### config.mk
export PLATFORM = sky130hd
export DESIGN_NAME = wallace_seq_mac8_flat
export DESIGN_NICKNAME = d
export VERILOG_FILES = /design/src/rtl/wallace_pkg.sv /design/src/rtl/wallace_seq_mac8_if.sv /design/src/rtl/full_adder.sv /design/src/rtl/wallace4.sv /design/src/rtl/wallace_seq_mac8.sv /design/src/flat_wrapper.sv
export SDC_FILE = /design/constraint.sdc
export NUM_CORES = 1
export LEC_CHECK = 0
export ABC_AREA = 1
export CORE_UTILIZATION = 56
export CTS_CLUSTER_DIAMETER = 50
export DETAILED_ROUTE_END_ITERATION = 10
export PLACE_DENSITY_LB_ADDON = 0.12
export RECOVER_POWER = 25
export SYNTH_ARGS = -nofsm -noshare
export SYNTH_HDL_FRONTEND = slang
export SYNTH_SLANG_ARGS = --single-unit
### constraint.sdc
create_clock -name clk -period 5.8 [get_ports clk]
set_input_delay 1.16 -clock clk [delete_from_list [all_inputs] [get_ports clk]]
set_output_delay 1.16 -clock clk [all_outputs]
set_load 0.01 [all_outputs]
### src/rtl/wallace_pkg.sv
// Shared types and sizing constants for the nibble-serial Wallace MAC.
package wallace_pkg;

    typedef enum logic [1:0] {
        IDLE,
        MUL,
        DONE
    } state_t;

    localparam int NIB_W   = 4;
    localparam int OP_W    = 8;
    localparam int N_STEPS = 4;

endpackage

### src/rtl/wallace_seq_mac8_if.sv
// Operand/result valid-ready bundle between the MAC, its source and its consumer.
interface wallace_seq_mac8_if
    import wallace_pkg::*;
#(
    parameter int ACC_W = 20
);
    logic             in_valid;
    logic             in_ready;
    logic [OP_W-1:0]  in_a;
    logic [OP_W-1:0]  in_b;
    logic             in_acc;
    logic             out_valid;
    logic             out_ready;
    logic [ACC_W-1:0] out_data;

    modport master (
        output in_valid, in_a, in_b, in_acc, out_ready,
        input  in_ready, out_valid, out_data
    );

    modport slave (
        input  in_valid, in_a, in_b, in_acc, out_ready,
        output in_ready, out_valid, out_data
    );
endinterface

### src/rtl/full_adder.sv
// One-bit full adder; carry is the majority of the three inputs.
module full_adder (
    input  logic a,
    input  logic b,
    input  logic cin,
    output logic sum,
    output logic cout
);
    assign sum  = a ^ b ^ cin;
    assign cout = (a & b) | (a & cin) | (b & cin);
endmodule

### src/rtl/wallace4.sv
// Combinational 4x4 unsigned Wallace multiplier: one carry-save reduction layer,
// then a single carry-propagate add of the three remaining rows.
module wallace4 (
    input  logic [3:0] a,
    input  logic [3:0] b,
    output logic [7:0] p
);
    logic [3:0] pp [4];
    logic       h1s, h1c, h5s, h5c;
    logic       f2s, f2c, f3s, f3c, f4s, f4c;
    logic [6:0] row0, row1;
    logic [7:0] row2;

    // pp[i][j] carries weight 2^(i+j)
    for (genvar i = 0; i < 4; i++) begin : g_pp
        assign pp[i] = a & {4{b[i]}};
    end

    assign h1s = pp[0][1] ^ pp[1][0];
    assign h1c = pp[0][1] & pp[1][0];
    assign h5s = pp[2][3] ^ pp[3][2];
    assign h5c = pp[2][3] & pp[3][2];

    full_adder u_fa2 (.a(pp[0][2]), .b(pp[1][1]), .cin(pp[2][0]), .sum(f2s), .cout(f2c));
    full_adder u_fa3 (.a(pp[0][3]), .b(pp[1][2]), .cin(pp[2][1]), .sum(f3s), .cout(f3c));
    full_adder u_fa4 (.a(pp[1][3]), .b(pp[2][2]), .cin(pp[3][1]), .sum(f4s), .cout(f4c));

    assign row0 = {pp[3][3], h5s, f4s, f3s, f2s, h1s, pp[0][0]};
    assign row1 = {h5c, f4c, f3c, f2c, h1c, 2'b00};
    assign row2 = {4'b0000, pp[3][0], 3'b000};

    assign p = {1'b0, row0} + {1'b0, row1} + row2;
endmodule

### src/rtl/wallace_seq_mac8.sv
// Sequential 8x8 multiply-accumulate: one nibble-pair product per MUL cycle,
// shifted into place and summed into a wrapping accumulator.
module wallace_seq_mac8
    import wallace_pkg::*;
#(
    parameter int ACC_W = 20
) (
    input logic               clk,
    input logic               rst,
    wallace_seq_mac8_if.slave bus
);
    localparam int STEP_W = $clog2(N_STEPS);

    state_t              state;
    state_t              state_next;
    logic [STEP_W-1:0]   step;
    logic [OP_W-1:0]     a_reg;
    logic [OP_W-1:0]     b_reg;
    logic [ACC_W-1:0]    acc;
    logic [NIB_W-1:0]    a_nib;
    logic [NIB_W-1:0]    b_nib;
    logic [2*NIB_W-1:0]  p4;
    logic [1:0]          nib_pos;
    logic [ACC_W-1:0]    p_shifted;
    logic                accept;
    logic                last_step;

    assign accept    = (state == IDLE) && bus.in_valid;
    assign last_step = (step == STEP_W'(N_STEPS - 1));

    // step[0] walks the a nibbles, step[1] the b nibbles
    assign a_nib   = step[0] ? a_reg[OP_W-1:NIB_W] : a_reg[NIB_W-1:0];
    assign b_nib   = step[1] ? b_reg[OP_W-1:NIB_W] : b_reg[NIB_W-1:0];
    assign nib_pos = {1'b0, step[0]} + {1'b0, step[1]};

    wallace4 u_mul (
        .a (a_nib),
        .b (b_nib),
        .p (p4)
    );

    assign p_shifted = ACC_W'(p4) << {nib_pos, 2'b00};

    always_ff @(posedge clk) begin
        if (rst) begin
            state <= IDLE;
        end else begin
            state <= state_next;
        end
    end

    always_comb begin
        state_next = state;
        case (state)
            IDLE: if (accept)        state_next = MUL;
            MUL:  if (last_step)     state_next = DONE;
            DONE: if (bus.out_ready) state_next = IDLE;
            default:                 state_next = IDLE;
        endcase
    end

    always_comb begin
        bus.in_ready  = (state == IDLE);
        bus.out_valid = (state == DONE);
        bus.out_data  = acc;
    end

    // acc survives DONE->IDLE so an in_acc=1 follow-on can build on it
    always_ff @(posedge clk) begin
        if (rst) begin
            step  <= '0;
            a_reg <= '0;
            b_reg <= '0;
            acc   <= '0;
        end else begin
            case (state)
                IDLE: begin
                    if (accept) begin
                        a_reg <= bus.in_a;
                        b_reg <= bus.in_b;
                        step  <= '0;
                        if (!bus.in_acc) acc <= '0;
                    end
                end
                MUL: begin
                    acc  <= acc + p_shifted;
                    step <= step + 1'b1;
                end
                default: ;
            endcase
        end
    end
endmodule

### src/flat_wrapper.sv
// flat-port wrapper written by rule: the top's interface ports become plain ports
module wallace_seq_mac8_flat import wallace_pkg::*;
#(
    parameter int ACC_W = 20
)
  (clk, rst, bus_in_valid, bus_in_a, bus_in_b, bus_in_acc, bus_out_ready, bus_in_ready, bus_out_valid, bus_out_data);
  wallace_seq_mac8_if #(.ACC_W(ACC_W)) bus_i ();
  input logic clk;
  input logic rst;
  input wire logic [$bits(bus_i.in_valid)-1:0] bus_in_valid;
  input wire logic [$bits(bus_i.in_a)-1:0] bus_in_a;
  input wire logic [$bits(bus_i.in_b)-1:0] bus_in_b;
  input wire logic [$bits(bus_i.in_acc)-1:0] bus_in_acc;
  input wire logic [$bits(bus_i.out_ready)-1:0] bus_out_ready;
  output wire logic [$bits(bus_i.in_ready)-1:0] bus_in_ready;
  output wire logic [$bits(bus_i.out_valid)-1:0] bus_out_valid;
  output wire logic [$bits(bus_i.out_data)-1:0] bus_out_data;
  assign bus_i.in_valid = bus_in_valid;
  assign bus_i.in_a = bus_in_a;
  assign bus_i.in_b = bus_in_b;
  assign bus_i.in_acc = bus_in_acc;
  assign bus_i.out_ready = bus_out_ready;
  assign bus_in_ready = bus_i.in_ready;
  assign bus_out_valid = bus_i.out_valid;
  assign bus_out_data = bus_i.out_data;
  wallace_seq_mac8 #(.ACC_W(ACC_W)) u_core (.clk(clk), .rst(rst), .bus(bus_i));
endmodule
==> impl_metrics.ini <==
[die]
die_w_um = 79.02
die_area_sq_um = 6244
start_util_pct = 59.24
fp.dieH_um = 79.02
core-area_sq_um = 5608
io_pins = 43
placementRows = 27

[final_layout]
final_nets = 606
syn_to_final_growth_pct = 16.65
drive_gt1_share_pct = 8.561
multi_input_area_sq_um = 2253
num-fill-cells = 511
antenna_cells = 0
register_area_sq_um = 800.8
largest_reg_flops = 20
fin_cells = 621

[synth]
synthXorXnorAreaFrac_pct = 0.5273
netlist_instances = 511
yosysSeqAreaShare_pct = 24.11
syn_area_per_cell_sq_um = 6.501
synth_seq_cells = 40
ys_types = 34
synth_simple_gate_area_share_pct = 34.80
synthMuxAreaShare_pct = 0.6026
yosys.area_share.adder_pct = 15.29
synth_top_family_by_area = simple AND/OR/NAND/NOR gates
synth-compound-area-share_pct = 16.61
synth_nets = 569
netlist_area_sq_um = 3322
yosysWarnings = 0

[route]
drtPass1Iterations = 5
drtIter0Drc = 303
drt-vias-per-instance = 5.496
wl_mm = 8.846
vias = 3413
drc = 0
post_drt_wl_per_cell_um = 14.24
ant_nets = 0

[setup_path]
cp_max_fo = 11
path_class = flip-flop to flip-flop
setup.worst_path.end_class = flip-flop
required_ps = 5940
worstPathCellList = o21ai_0 -> or2_2 -> fa_1 -> fa_1 -> inv_1 -> ha_1 -> inv_1 -> fa_1 -> xnor2_1 -> mux2i_1 -> nor2_1 -> ha_1 -> nand2_1 -> inv_1 -> nand2_1 -> nand3_2 -> or2_2 -> nand3_1 -> a21oi_1
slowest_delay_ps = 520
slowest_stage = fa_1
arrival_ps = 5040
crit_path_start_kind = flip-flop

[clock_network]
cts_root_buf = clkbuf_8
cts_sinks = 40
cts_tree = built
cts_htree_levels = 2
cts-resized-gates = 0
insertion_delay_ps = 300
cts_setup_buffers = 0
numCtsBuffers = 5
hold_buffers = 0
clkTransAtPathRegs_ps = 90
cts_buffer_depth = 2

[hold_path]
hold_path.class = flip-flop to flip-flop

[sta]
fin_worst_skew_ps = 4.052
rsz0062_at_grt = false
finalWorstSetupSlack_ps = 900.7
worst_pin_slew_ps = 1008
slew_headroom_pct = 32.57
final_max_slew_viol_count = 0
fin_hold_ws_ps = 466.5
finalCritPeriodShare_pct = 84.47
hold_viol_final = 0
final-setup-viol-count = 0
fin_crit_ps = 4899
tns_ps = 0
fmax_mhz = 204.1

[global_route]
grt_pass1_vias = 3034
antenna_found_initial = 0
grt.overflow.total = 0
grt_pass1_wl_mm = 14.45
grtUsageTotal_pct = 29.29
grt_max_degree = 29

[placed_design]
placed_cells = 613
io_buffers = 42
pre_cts_ws_ps = 1005
dp_hpwl_mm = 6.813
gp_congestion = 0.9742

[job]
maxCapViolCount = 0

[power]
total_power_w = 0.0006906
seqPwrFrac_pct = 43.5
power_switching_w = 0.0002442
pwr-share-clk_pct = 28.4
internal-power_w = 0.0004465
ir_worst_vdd_mv = 0.1263
p_sw_share_pct = 35.36
powerDensity_nw_per_um2 = 178.2
p_leak_nw = 1.811
combinationalPowerShare_pct = 28.1

[outcome]
status = complete, no violations
==> power by group through the flow <==
stage	Sequential, W	Combinational [W]	Clock [W]
finish	0.000300	0.000194	0.000196
floorplan	0.000304	0.000131	0
detailed placement	0.000307	0.000191	0
global route	0.000303	0.000216	0.000211
CTS	0.000300	0.000192	0.000199
global placement	0.000307	0.000187	0
==> stage by stage <==
stage / area [sq um] / utilization (%)
final: 3875 / 69.10
after global routing: 3875 / 69.10
after global placement: 3782 / 67.45
after floorplan: 3322 / -
after CTS: 3875 / 69.10
after detailed placement: 3782 / 67.45
==> synthesized netlist by cell type <==
master    number  area share (%)
a21oi_1       54             8.1
a21oi_2        3            0.79
and2_1         1            0.19
buf_2          3            0.45
buf_4          1            0.23
clkbuf_1       8            0.90
clkbuf_2       1            0.15
clkinv_1       3            0.34
dfxtp_1       40              24
fa_1           6             3.6
ha_1          31              12
inv_1         51             5.8
inv_2          2            0.23
mux2i_1        2            0.60
nand2_1      123              14
nand2_2        9             1.7
nand3_1       28             4.2
nand3_2        5             1.5
nand3b_1       7             1.6
nand4_1        2            0.38
nor2_1        61             6.9
nor2_2         8             1.5
nor2_4         2            0.68
nor2_8         1            0.60
nor3_1         1            0.15
nor4_1         2            0.38
o211ai_1       1            0.23
o21ai_0       42             6.3
o21ai_1        1            0.15
o21ai_2        2            0.53
o21bai_1       2            0.45
or2_2          6             1.1
xnor2_1        1            0.26
xor2_1         1            0.26
==> layout make-up <==
type,instances,share of cell area [%]
clock buffers,5,1.776
clock inverters,3,0.6135
inverters,56,5.425
multi-input cells,402,58.15
flip-flops and latches,40,20.67
well taps,72,2.325
repair buffers,43,11.04
==> worst max-delay path, delay by kind of cell (launching register included) <==
| family | cells | cell delay, ps |
|---|---|---|
| AOI/OAI and AO/OA | 2 | 340 |
| xor gates and xnor gates | 1 | 310 |
| adders and majority gates | 5 | 1830 |
| buffers and inverters | 3 | 180 |
| DFF | 1 | 500 |
| muxes | 1 | 170 |
| and+or+nand+nor | 7 | 1400 |
==> cells in the final DEF (no fill, tap or decap), drive strengths merged <==
cell type      netlist  routed
buf                  4       1
dfxtp               40      40
dlygate4sd3          0      12
nor4                 2       2
nor3                 1       1
clkbuf               9       5
nand3b               7       7
nand4                2       2
o21ai               45      45
fa                   6       6
mux2i                2       2
nand2              132     132
nor2                72      72
and2                 1       1
o211ai               1       1
o21bai               2       2
xor2                 1       1
or2                  6       6
clkinv               3       4
inv                 53      53
a21oi               57      57
ha                  31      31
xnor2                1       1
clkdlybuf4s50        0      30
nand3               33      33
clkinvlp             0       2
==> final timing paths <==
| check | start | end | slack [ps] | depth (start not counted) |
|---|---|---|---|---|
| setup / recovery | u_core.step[0] | u_core.bus.out_data[7] | 900 | 19 |
| hold / removal | u_core.b_reg[5] | u_core.b_reg[5] | 470 | 2 |
| setup reg to reg | u_core.step[0] | u_core.bus.out_data[7] | 900 | 19 |
| hold reg to reg | u_core.b_reg[5] | u_core.b_reg[5] | 470 | 2 |
==> logic make-up after synthesis <==
logic type / Yosys count
AND/OR/NAND/NOR: 256
multiplexers: 2
adder cells (fa/ha/maj): 37
XOR/XNOR: 2
flip-flops: 40
buffers and inverters: 69
AO/OA/AOI/OAI: 105
==> metal layers <==
| metal | track usage [%] | vias up | routed length, um | part of all wire (%) |
|---|---|---|---|---|
| li1 | - | 1747 | - | - |
| met1 | 43.00 | 1542 | 4468 | 51 |
| met2 | 44.22 | 110 | 3791 | 43 |
| met3 | 4.368 | 14 | 440 | 5.0 |
| met4 | 8.000 | 0 | 146 | 1.7 |
| met5 | 0 | - | 0 | 0 |
Power figures use the tool's default switching activity.
